### config.mk
export PLATFORM = sky130hd
export DESIGN_NAME = alu_exec_unit
export DESIGN_NICKNAME = d
export VERILOG_FILES = /design/src/rtl/alu_exec_unit.sv
export SDC_FILE = /design/constraint.sdc
export NUM_CORES = 1
export LEC_CHECK = 0
export BUFFER_PORTS_ARGS = -buffer_cell sky130_fd_sc_hd__buf_2
export CAP_MARGIN = 10
export CORE_MARGIN = 2
export CORE_UTILIZATION = 55
export DETAILED_ROUTE_END_ITERATION = 6
export PLACE_DENSITY = 0.79
export SYNTH_ARGS = -nofsm -noshare
export SYNTH_HDL_FRONTEND = slang
export SYNTH_SLANG_ARGS = --single-unit
### constraint.sdc
create_clock -name clk -period 4.8 [get_ports clk]
set_input_delay 0.48 -clock clk [delete_from_list [all_inputs] [get_ports clk]]
set_output_delay 0.48 -clock clk [all_outputs]
set_load 0.02 [all_outputs]
### src/rtl/alu_exec_unit.sv
// alu_exec_unit: RV32I ALU decode/execute behind valid/ready with a one-deep output register; define ALU_MUL_EN for the iterative MUL
module alu_exec_unit #(
  parameter int WIDTH = 8,
  parameter int SHW = $clog2(WIDTH)
) (
  input  logic             clk,
  input  logic             rst,
  input  logic             in_valid,
  output logic             in_ready,
  input  logic [1:0]       alu_op,
  input  logic [9:0]       funct,
  input  logic [WIDTH-1:0] a,
  input  logic [WIDTH-1:0] b,
  output logic             out_valid,
  input  logic             out_ready,
  output logic [WIDTH-1:0] result,
  output logic             zero,
  output logic             illegal,
  output logic [3:0]       alu_ctrl
);
  localparam logic [3:0] ALU_AND = 4'b0000, ALU_OR = 4'b0001, ALU_ADD = 4'b0010, ALU_XOR = 4'b0011;
  localparam logic [3:0] ALU_SLL = 4'b0100, ALU_SRL = 4'b0101, ALU_SUB = 4'b0110, ALU_SRA = 4'b0111;
  localparam logic [3:0] ALU_SLT = 4'b1000, ALU_SLTU = 4'b1001;
`ifdef ALU_MUL_EN
  localparam logic [3:0] ALU_MUL = 4'b1010;
`endif
  logic [3:0] ctrl_d, fin_ctrl;
  logic ill_d, fin_ill, take, is_mul, ld_mul, busy, load;
  logic [WIDTH-1:0] res_d, fin_res, result_q;
  logic [SHW-1:0] shamt;
  logic out_valid_q, zero_q, illegal_q;
  logic [3:0] alu_ctrl_q;
  assign shamt = b[SHW-1:0];
  always_comb begin
    ctrl_d = ALU_AND;
    ill_d = 1'b0;
    case (alu_op)
      2'b00: ctrl_d = ALU_ADD;
      2'b01: ctrl_d = ALU_SUB;
      2'b10:
        case (funct)
          10'b0000000_000: ctrl_d = ALU_ADD;
          10'b0100000_000: ctrl_d = ALU_SUB;
          10'b0000000_001: ctrl_d = ALU_SLL;
          10'b0000000_010: ctrl_d = ALU_SLT;
          10'b0000000_011: ctrl_d = ALU_SLTU;
          10'b0000000_100: ctrl_d = ALU_XOR;
          10'b0000000_101: ctrl_d = ALU_SRL;
          10'b0100000_101: ctrl_d = ALU_SRA;
          10'b0000000_110: ctrl_d = ALU_OR;
          10'b0000000_111: ctrl_d = ALU_AND;
`ifdef ALU_MUL_EN
          10'b0000001_000: ctrl_d = ALU_MUL;
`endif
          default: ill_d = 1'b1;
        endcase
      default:
        case (funct[2:0])
          3'b000: ctrl_d = ALU_ADD;
          3'b001: {ill_d, ctrl_d} = funct[9:3] == 7'b0000000 ? {1'b0, ALU_SLL} : {1'b1, ALU_AND};
          3'b010: ctrl_d = ALU_SLT;
          3'b011: ctrl_d = ALU_SLTU;
          3'b100: ctrl_d = ALU_XOR;
          3'b101: {ill_d, ctrl_d} = funct[9:3] == 7'b0000000 ? {1'b0, ALU_SRL} :
                                    funct[9:3] == 7'b0100000 ? {1'b0, ALU_SRA} : {1'b1, ALU_AND};
          3'b110: ctrl_d = ALU_OR;
          default: ctrl_d = ALU_AND;
        endcase
    endcase
  end
  always_comb begin
    res_d = '0;
    case (ctrl_d)
      ALU_AND: res_d = a & b;
      ALU_OR: res_d = a | b;
      ALU_ADD: res_d = a + b;
      ALU_SUB: res_d = a - b;
      ALU_XOR: res_d = a ^ b;
      ALU_SLL: res_d = a << shamt;
      ALU_SRL: res_d = a >> shamt;
      ALU_SRA: res_d = WIDTH'($signed(a) >>> shamt);
      ALU_SLT: res_d = WIDTH'($signed(a) < $signed(b));
      ALU_SLTU: res_d = WIDTH'(a < b);
      default: res_d = '0;
    endcase
    if (ill_d) res_d = '0;
  end
`ifdef ALU_MUL_EN
  typedef enum logic {IDLE, MUL_BUSY} state_t;
  state_t state_q;
  logic [WIDTH-1:0] acc_q, mcand_q, mplier_q;
  logic [SHW:0] cnt_q;
  assign busy = state_q == MUL_BUSY;
  assign is_mul = ctrl_d == ALU_MUL;
  assign ld_mul = busy && cnt_q == (SHW+1)'(WIDTH);
  assign fin_res = ld_mul ? acc_q : res_d;
  assign fin_ctrl = ld_mul ? ALU_MUL : ctrl_d;
  assign fin_ill = !ld_mul && ill_d;
  always_ff @(posedge clk) begin
    if (rst) begin
      state_q <= IDLE;
      acc_q <= '0;
      mcand_q <= '0;
      mplier_q <= '0;
      cnt_q <= '0;
    end else if (take && is_mul) begin
      state_q <= MUL_BUSY;
      acc_q <= '0;
      mcand_q <= a;
      mplier_q <= b;
      cnt_q <= '0;
    end else if (busy) begin
      state_q <= ld_mul ? IDLE : MUL_BUSY;
      acc_q <= acc_q + (mplier_q[0] ? mcand_q : '0);
      mcand_q <= mcand_q << 1;
      mplier_q <= mplier_q >> 1;
      cnt_q <= cnt_q + 1'b1;
    end
  end
`else
  assign busy = 1'b0;
  assign is_mul = 1'b0;
  assign ld_mul = 1'b0;
  assign fin_res = res_d;
  assign fin_ctrl = ctrl_d;
  assign fin_ill = ill_d;
`endif
  assign in_ready = !busy && (!out_valid_q || out_ready);
  assign take = in_valid && in_ready;
  assign load = (take && !is_mul) || ld_mul;
  always_ff @(posedge clk) begin
    if (rst) begin
      out_valid_q <= 1'b0;
      result_q <= '0;
      zero_q <= 1'b0;
      illegal_q <= 1'b0;
      alu_ctrl_q <= 4'b0000;
    end else if (load) begin
      out_valid_q <= 1'b1;
      result_q <= fin_res;
      zero_q <= fin_res == '0;
      illegal_q <= fin_ill;
      alu_ctrl_q <= fin_ctrl;
    end else if (out_ready) begin
      out_valid_q <= 1'b0;
    end
  end
  assign out_valid = out_valid_q;
  assign result = result_q;
  assign zero = zero_q;
  assign illegal = illegal_q;
  assign alu_ctrl = alu_ctrl_q;
endmodule

=== Yosys cells after proc, flatten, opt, wreduce, memory -nomap -nowiden ===
Index checks and enable logic that the tools add are counted.

* Shift-type cells: 3
* Muxes and demuxes: 13
* Reductions and logical operators: 12
* Magnitude comparators: 2
* Bitwise logic cells: 3
* Add/subtract/negate cells: 2
* Equality and inequality tests: 27

{| class="wikitable"
|+ Operators by type and width
! kind !! count
|-
| case mux 8 bit (10 select lines) || 1
|-
| == test 10 x 3 -> 1 bit (second input constant) || 4
|-
| case mux 4 bit (9 select lines) || 1
|-
| case mux 4 bit (7 select lines) || 1
|-
| == test 10 x 2 -> 1 bit (second input constant) || 2
|-
| == test 10 x 9 -> 1 bit (second input constant) || 2
|-
| == test 4 x 3 -> 1 bit (second input constant) || 4
|-
| less-than comparator 8 bit || 2
|-
| 2-to-1 mux 5 bit || 3
|-
| case mux 4 bit (3 select lines) || 1
|-
| == test 10 x 1 -> 1 bit (second input constant) || 1
|-
| logical NOT 10 bit || 1
|-
| OR reduction 10 bit || 1
|-
| == test 3 bit (second input constant) || 3
|-
| adder 8 bit || 1
|-
| bitwise AND 8 bit || 1
|-
| == test 4 x 2 -> 1 bit (second input constant) || 2
|-
| == test 4 bit (second input constant) || 2
|-
| logical NOT 8 bit || 1
|-
| 2-to-1 mux 8 bit || 1
|-
| OR 8 bit || 1
|-
| left shift 8 x 3 -> 8 bit || 1
|-
| >> shifter 8 x 3 -> 8 bit || 1
|-
| >>> shifter 8 x 3 -> 8 bit || 1
|-
| other kinds (19) || 23
|}

* Flip-flop bits (word level): 15
* Bits of input ports: 32

=== Depth between registers and ports, before layout ===
Gate-level depths: netlist (run 1).

* Word-level depth: 9
* Mapped depth: 13

=== Worst setup path after synthesis (run 1) ===
OpenSTA, ideal clock, no wires.

* Path type: in2reg
* Start: input port b[1]
* End: register zero_q, in the netlist zero
* Data required time: 4.716 ns
* Cell stages on the path: 12
* Path buffers: 2
* Arrival: 2.962 ns
* Setup slack: 1.753 ns
* Cell sequence: clkbuf_1 -> buf_2 -> inv_1 -> ha_1 -> o21bai_1 -> a2111oi_1 -> xnor2_1 -> o21ai_1 -> o32ai_1 -> a21oi_1 -> or3b_1 -> o31ai_2

* Cells in the longest elaborated chain, start to end: 4

{| class="wikitable"
|+ RTL lines
! element !! line !! RTL
|-
| start: declaration || 13 || <nowiki>input logic [WIDTH-1:0] b,</nowiki>
|-
| subtractor 8 bit, or another cell as far along || 77 || <nowiki>ALU_SUB: res_d = a - b;</nowiki>
|-
| case mux 8 bit (10 select lines) (*) || 73 || <nowiki>case (ctrl_d)</nowiki>
|-
| 2-to-1 mux 8 bit (*) || 86 || <nowiki>if (ill_d) res_d = '0;</nowiki>
|-
| logical NOT 8 bit (*) || 141 || <nowiki>zero_q <= fin_res == '0;</nowiki>
|-
| end signal: assignment || 135 || <nowiki>zero_q <= 1'b0;</nowiki>
|-
| end signal: assignment || 141 ||
|-
| end: declaration || 31 || <nowiki>logic out_valid_q, zero_q, illegal_q;</nowiki>
|}

Every way passes the cells marked *; elsewhere a longest branch is shown, timed or not.
A chain may end at the register's enable or synchronous reset.

=== Worst setup path after layout (run 1) ===
* Start: input port b[2]
* End: register zero_q, in the netlist zero

The elaborated chain is that of the path after synthesis.

==> results.tsv, run 1 <==
metric	value	unit
status	finished clean	
Crit Path Class	input port to flip-flop	
most frequent cells after synthesis	nor2_1 (36), a21oi_1 (34), inv_1 (29), ha_1 (25), nand2_1 (25)	
final net count	440	
Startpoint Class	input port	
synthesized flop and latch total	15	
area leader, netlist	ha_1	
RR Endpoint	zero$_SDFFE_PP0P_	
Post-CTS Resized	0	
Total Wirelength	7475	µm
sequential share of the synthesized area	0.1154	
Fin Setup TNS	0	ns
Peak VDD IR	0.09105	mV
first-pass GRT wire length	12130	µm
skew final	0.001990	ns
GR Overflow Total	0	
Sinks on Clock Net	15	
gpl congestion	1.071	
Cell variety after synth	62	
GRT Total Usage	0.2918	
Syn Std Cell Area	2601	µm²
H-tree depth	1	
vias	2782	
DP HPWL	5891	µm
Antenna Cells	0	
top_reg_cell synth	dfxtp_1	
top cells by area, synth	ha_1 (12%), dfxtp_1 (12%), mux4_2 (6.9%)	
CTS tree	built	
register area	300.3	µm²
Setup-failing EPs final	0	
combined area of the multi-input logic cells	2087	µm²
EDFF count, synth	0	
core area	4629	µm²
R2R depth	7	
clk root buf	clkbuf_8	
Post-Syn Nets	409	
met2 wire len	3414	µm
layout cells sized above 1	0.1974	
Pwr Density	175.2	nW/µm²
top-count cell post-synth	nor2_1	
initial antenna violation count	0	
fill cell count	450	
Die Wd	72.77	µm
Rel. slew slack	0.4874	
Lkg Pwr	1.271	nW
met3 routed WL	531	µm
fmax	0.3086	GHz
vias in the first global route	2541	
RR Startpoint	out_valid$_SDFFE_PP0P_	
DRT met1 WL	3205	µm
Post-Synthesis Cells	350	
port bufs	47	
site row count	25	
IO Count	48	
Least-Margin Pin Slew	0.7653	ns
largest net degree at the start of global routing	28	
DRC viols	0	
Die Area	5295	µm²
Post-Syn Area per Cell	7.432	µm²
maxcap violations	0	
Synth top area share	0.1203	
worst setup path endpoint	zero$_SDFFE_PP0P_	
Final ANT Viol Nets	0	
CP Max Fanout	17	
period utilization	0.6751	
fraction of registers with async set or reset after synthesis	0	
Final Critical Period	3.240	ns
total power	500.8	µW
RSZ-0062 raised after global routing	no	
Worst EP arrival	3.40	ns
synth warn	0	
clock slew at reported path FFs	0.06	ns
crit path launch	b[2]	
initial DRC count	263	
Critical Path End Type	flip-flop	
Max Slew Vio Count	0	
Initial Util	0.5619	
final-report hold violation count	0	
vias per cell	6.410	
post-CTS setup buffer count	0	
clk_lat worst skew	0.24	ns
chip height	72.77	µm
setup slack, reg-to-reg	2.79	ns
HP Class	flip-flop to flip-flop	
CTS hold repair buffers	0	
Pre-antenna DRT Iters	5	
top layer used by detailed routing	met4	
wire length per cell	17.22	µm
required time worst endpoint	4.96	ns
clock buffer count from CTS	3	
Synth-to-Final Area Change	9.909	%
clock buffer depth	2	
==> cell families (layout without fill, tap and decap cells) <==
| family | count (synthesis) | count (layout) | share of synthesized area |
|---|---|---|---|
| simple gates | 123 | 123 | 0.2448 |
| compound gates | 101 | 101 | 0.2679 |
| buf+inv | 53 | 83 | 0.08225 |
| fa+ha+maj | 27 | 27 | 0.1356 |
| mux | 20 | 20 | 0.1169 |
| flops | 15 | 15 | 0.1154 |
| xor+xnor | 11 | 11 | 0.03704 |
==> placed cells by master, fill, tap and decap left out, drive strengths merged, types with 4 or more instances in the layout <==
cell type,n
nand2,25
clkbuf,4
o22ai,4
o21ai,10
a21oi,34
a211oi,8
or3,8
nor2b,4
o211ai,5
xor2,4
and2,5
buf,48
inv,30
nand4,4
nor2,36
ha,25
nand3,9
a31oi,9
mux2i,9
and3,7
o31ai,6
mux4,8
dfxtp,15
xnor2,7
nand2b,4
nor3,11
==> worst min-delay path by stage <==
stage	from	to	slack, ns	depth (start not counted)
finish	result[7]$_SDFFE_PP0P_	result[7]$_SDFFE_PP0P_	0.45	2
global route	result[7]$_SDFFE_PP0P_	result[7]$_SDFFE_PP0P_	0.48	2
CTS	result[7]$_SDFFE_PP0P_	result[7]$_SDFFE_PP0P_	0.45	2
detailed placement	result[7]$_SDFFE_PP0P_	result[7]$_SDFFE_PP0P_	0.45	2
global placement	result[2]$_SDFFE_PP0P_	result[2]$_SDFFE_PP0P_	0.44	2
floorplan	alu_ctrl[0]$_SDFFE_PP0P_	alu_ctrl[0]$_SDFFE_PP0P_	0.53	2
==> critical path, cell delays in order <==
cell       delay [ns]
buf_2            0.25
clkinv_1         0.31
ha_1             0.54
nor3_1           0.08
a2111oi_1        0.60
o31ai_1          0.16
xnor2_1          0.17
o22a_1           0.17
a31oi_1          0.11
or3_1            0.36
o31ai_2          0.17
==> per-stage QoR <==
| step | setup slack (ns) | instances | hold WS (ns) | utilization | instance area (µm²) |
|---|---|---|---|---|---|
| 2_1_floorplan | 1.753 | 350 | 0.5345 | - | 2601 |
| 5_1_grt | 1.302 | 434 | 0.4766 | 0.6176 | 2859 |
| 6_report | 1.560 | 434 | 0.4536 | 0.6176 | 2859 |
| 4_1_cts | 1.609 | 434 | 0.4546 | 0.6176 | 2859 |
| 3_3_place_gp | 1.421 | 430 | 0.4422 | 0.6078 | 2814 |
| 3_5_place_dp | 1.354 | 430 | 0.4470 | 0.6078 | 2814 |
==> registers in the layout (all words and copies together), names as in the netlist <==
| register | flops |
|---|---|
| alu_ctrl | 4 |
| out_valid | 1 |
| zero | 1 |
| illegal | 1 |
| result | 8 |
==> area by class of cell <==
class	instances	share of cell area
Sequential cell	15	0.1050
Multi-Input combinational cell	282	0.7300
Inverter	31	0.04070
Timing Repair Buffer	48	0.08490
Clock buffer	4	0.01575
Tap cell	54	0.02363
==> per-layer routing <==
layer	vias up	global-route usage
met5	-	0
met4	0	0.1399
met3	25	0.04282
met2	140	0.4566
met1	1283	0.3936
li1	1334	-
==> power breakdown <==
part	leakage (nW)	internal, mW	total, mW	switching [mW]
clock	0.0228	0.0586	0.0983	0.0397
combinational	1.13	0.105	0.266	0.161
sequential	0.123	0.133	0.137	0.00395
Power figures use the tool's default switching activity.
==> run 2, diff against run 1 <==
==> constraint.sdc (replaced) <==
create_clock -name clk -period 3.19 [get_ports clk]
set_input_delay 0.319 -clock clk [delete_from_list [all_inputs] [get_ports clk]]
set_output_delay 0.319 -clock clk [all_outputs]
set_load 0.02 [all_outputs]
==> results.tsv, run 2 (synthesized netlist as in run 1, its figures left out) <==
metric	value	unit
final net count	450	
Crit Path Class	input port to flip-flop	
met3 routed WL	504	µm
CP Max Fanout	8	
commonest non-fill, non-tap cell in the layout	buf_2	
HP Class	input port to flip-flop	
vias	2826	
required time worst endpoint	3.36	ns
H-tree depth	1	
Die Area	5295	µm²
dpl ws	0.09825	ns
first-pass GRT wire length	12110	µm
Critical Path End Type	flip-flop	
port bufs	47	
met2 wire len	3409	µm
DRC viols	0	
initial antenna violation count	0	
largest net degree at the start of global routing	26	
Worst EP arrival	3.04	ns
Lkg Pwr	1.321	nW
GR Overflow Total	0	
Rel. slew slack	0.4881	
DP HPWL	5993	µm
Die Wd	72.77	µm
worst hold stages	3	
Sinks on Clock Net	15	
Total Wirelength	7521	µm
core area	4629	µm²
R2R depth	7	
chip height	72.77	µm
Pre-antenna DRT Iters	5	
initial DRC count	254	
wire length per cell	16.94	µm
maxcap violations	0	
fmax	0.3483	GHz
period utilization	0.8999	
Post-CTS Resized	0	
DRT met1 WL	3337	µm
commonest non-fill, non-tap cells in the layout	buf_2 (47), nor2_1 (36), a21oi_1 (34)	
cell area after layout	2935	µm²
placed insts	440	
Max Slew Vio Count	0	
IO Count	48	
fin cells	444	
RSZ-0062 raised after global routing	no	
clk root buf	clkbuf_8	
Setup-failing EPs final	0	
GRT Total Usage	0.2863	
Fin Setup TNS	0	ns
CTS tree	built	
hold slack	0.3346	ns
total power	768.4	µW
Synth-to-Final Area Change	12.84	%
Initial Util	0.5619	
skew final	0.003816	ns
clock slew at reported path FFs	0.06	ns
vias per cell	6.365	
max reg flops	8	
Least-Margin Pin Slew	0.7643	ns
post-CTS setup buffer count	0	
Antenna Cells	0	
clock buffer count from CTS	3	
Area after DPL	2889	µm²
Pwr Density	261.8	nW/µm²
final-report hold violation count	0	
status	finished clean	
Final Util	0.6341	
top layer used by detailed routing	met4	
clock buffer depth	2	
vias in the first global route	2522	
site row count	25	
Startpoint Class	input port	
Final ANT Viol Nets	0	
clk_lat worst skew	0.25	ns
PnR worst setup slack	0.3192	ns
CTS hold repair buffers	0	
Peak VDD IR	0.1303	mV
layout cells sized above 1	0.2205	
gpl congestion	0.9825	
Final Critical Period	2.871	ns
-- run 2: path summary, 6_finish.rpt --
check | slack, ns | to | from
setup / recovery | 0.32 | zero$_SDFFE_PP0P_ | funct[3]
hold reg to reg | 0.45 | result[2]$_SDFFE_PP0P_ | result[2]$_SDFFE_PP0P_
setup reg to reg | 1.30 | zero$_SDFFE_PP0P_ | out_valid$_SDFFE_PP0P_
hold / removal | 0.33 | out_valid$_SDFFE_PP0P_ | in_valid
-- run 2: layout make-up --
class	count	area [µm²]
sequential	15	300.3
timing repair buffer	58	317.8
fill	419	1694
multi-input combinational	282	2087
clock inverter	1	5.005
clock buffer	3	41.29
tap	54	67.56
inverter	31	116.4
-- run 2: worst max-delay path: stages --
cell and delay, ns:
buf_2 0.11, nor4_4 0.45, a21oi_1 0.17, o22ai_1 0.50
nand2_1 0.35, o22ai_1 0.25, o211a_1 0.20, o22ai_1 0.12
or3_1 0.37, o31ai_2 0.20
-- run 2: report_power, final --
part / internal, mW / switching [mW] / total, mW
clock network: 0.0864 / 0.0654 / 0.152
registers: 0.200 / 0.00590 / 0.206
logic: 0.167 / 0.244 / 0.411
-- run 2: layer usage --
layer,track usage,up-vias
li1,-,1357
met1,0.3818,1315
met2,0.4747,128
met3,0.03177,26
met4,0.1091,0
met5,0,-
==> run 3, diff against run 2 <==
--- a/config.mk
+++ b/config.mk
@@ -8,9 +8,8 @@
 export BUFFER_PORTS_ARGS = -buffer_cell sky130_fd_sc_hd__buf_2
 export CAP_MARGIN = 10
 export CORE_MARGIN = 2
-export CORE_UTILIZATION = 55
+export CORE_UTILIZATION = 30
 export DETAILED_ROUTE_END_ITERATION = 6
-export PLACE_DENSITY = 0.79
 export SYNTH_ARGS = -nofsm -noshare
 export SYNTH_HDL_FRONTEND = slang
 export SYNTH_SLANG_ARGS = --single-unit
==> results.tsv, run 3 (synthesized netlist as in run 1, its figures left out) <==
metric	value	unit
Post-CTS Resized	0	
commonest non-fill, non-tap cells in the layout	buf_2 (47), nor2_1 (36), a21oi_1 (34)	
cell mode on critical path	a21oi_1	
RSZ-0062 raised after global routing	no	
DP HPWL	6682	µm
hold_sp	in_valid	
Synth-to-Final Area Change	16.40	%
site row count	33	
Max Slew Vio Count	0	
first-pass GRT wire length	13590	µm
maxcap violations	0	
clock slew at reported path FFs	0.06	ns
wire length per cell	16.66	µm
final-report hold violation count	0	
placed insts	495	
setup slack, reg-to-reg	1.44	ns
period utilization	0.9196	
Sinks on Clock Net	15	
CTS tree	built	
Worst EP arrival	3.10	ns
CTS hold repair buffers	0	
hold slack	0.3219	ns
sw frac	0.4104	
combinational power share	0.539	
vias in the first global route	2585	
gpl congestion	0.9619	
Setup-failing EPs final	0	
Antenna Cells	0	
H-tree depth	1	
Pwr Density	257.7	nW/µm²
GR Overflow Total	0	
Total Wirelength	8314	µm
CP Max Fanout	8	
Startpoint Class	input port	
commonest non-fill, non-tap cell in the layout	buf_2	
required time worst endpoint	3.36	ns
internal power	460.0	µW
CP max stage delay	0.53	ns
clk root buf	clkbuf_8	
clock buffer count from CTS	3	
final net count	454	
clk_lat worst skew	0.25	ns
Least-Margin Pin Slew	0.7939	ns
layout cells sized above 1	0.2259	
chip height	97.12	µm
DRC viols	0	
largest net degree at the start of global routing	26	
Fin Setup TNS	0	ns
Clock power frac	0.197	
Die Wd	97.12	µm
IO Count	48	
Rel. slew slack	0.4683	
HP Class	input port to flip-flop	
initial DRC count	254	
Initial Util	0.3134	
crit path cell chain	buf_2 > nor4_4 > a21oi_1 > o22ai_1 > nand2_1 > a21oi_1 > o21ai_0 > a21oi_1 > or3b_1 > o31ai_2	
Lkg Pwr	1.337	nW
GRT Total Usage	0.1716	
Critical Path End Type	flip-flop	
status	finished clean	
Sw Pwr	320.2	µW
Max stage delay cell, worst path	o22ai_1	
crit path launch	funct[3]	
skew final	0.002177	ns
sequential share of power	0.264	
Peak VDD IR	0.1146	mV
vias per cell	5.637	
Pre-antenna DRT Iters	5	
post-CTS setup buffer count	0	
clock buffer depth	2	
initial antenna violation count	0	
RR Startpoint	out_valid$_SDFFE_PP0P_	
Final ANT Viol Nets	0	
max reg flops	8	
port bufs	47	
core area	8299	µm²
vias	2813	
Final Critical Period	2.933	ns
fmax	0.3409	GHz
fin cells	499	
Crit Path Class	input port to flip-flop	
Die Area	9431	µm²
-- run 3: changes by cell type in the layout (fill, tap and decap cells not counted), sizes merged --
| cell | before | now |
|---|---|---|
| buf | 58 | 62 |
| clkbuf | 3 | 4 |
| clkinv | 2 | 1 |
-- run 3: power by group through the flow --
stage                     logic (mW)  registers (mW)  clock network (mW)
after floorplan                0.266           0.225                   0
after global placement         0.415           0.210                   0
after CTS                      0.416           0.206               0.157
after detailed placement       0.415           0.210                   0
after global routing           0.459           0.207               0.167
final                          0.421           0.206               0.154
-- run 3: worst paths after layout --
| kind | endpoint | cells past startpoint |
|---|---|---|
| hold reg to reg | result[1]$_SDFFE_PP0P_ | 2 |
| setup / recovery | zero$_SDFFE_PP0P_ | 10 |
| hold / removal | out_valid$_SDFFE_PP0P_ | 3 |
| setup reg to reg | zero$_SDFFE_PP0P_ | 7 |
-- run 3: final cells by class --
type,count,area [µm²]
Tap cell,105,131.4
Sequential cell,15,300.3
Timing Repair Buffer,62,347.8
Multi-Input combinational cell,282,2087
Clock buffer,4,45.04
Inverter,31,116.4
Fill cell,918,5271
-- run 3: routing by layer --
layer / up-vias / global-route usage / part of all wire
met5: - / 0 / 0
met2: 119 / 0.2767 / 0.45
met3: 18 / 0.01942 / 0.059
met4: 0 / 0.04767 / 0.024
met1: 1319 / 0.2425 / 0.46
li1: 1357 / - / -
-- run 3: stage by stage --
stage / power [mW] / util / setup slack [ns] / instance area, µm²
after floorplan: 0.4910 / - / 0.3045 / 2601
after global placement: 0.6246 / 0.3594 / 0.04017 / 2983
after detailed placement: 0.6248 / 0.3594 / 0.0004743 / 2983
after CTS: 0.7790 / 0.3648 / 0.2517 / 3028
after global routing: 0.8334 / 0.3648 / 0.07433 / 3028
final: 0.7802 / 0.3648 / 0.2566 / 3028
-- run 3: critical path, delay by kind of cell --
kind            cells  cell delay, ns
buf+inv             1            0.11
simple gates        3            1.20
compound gates      6            1.48
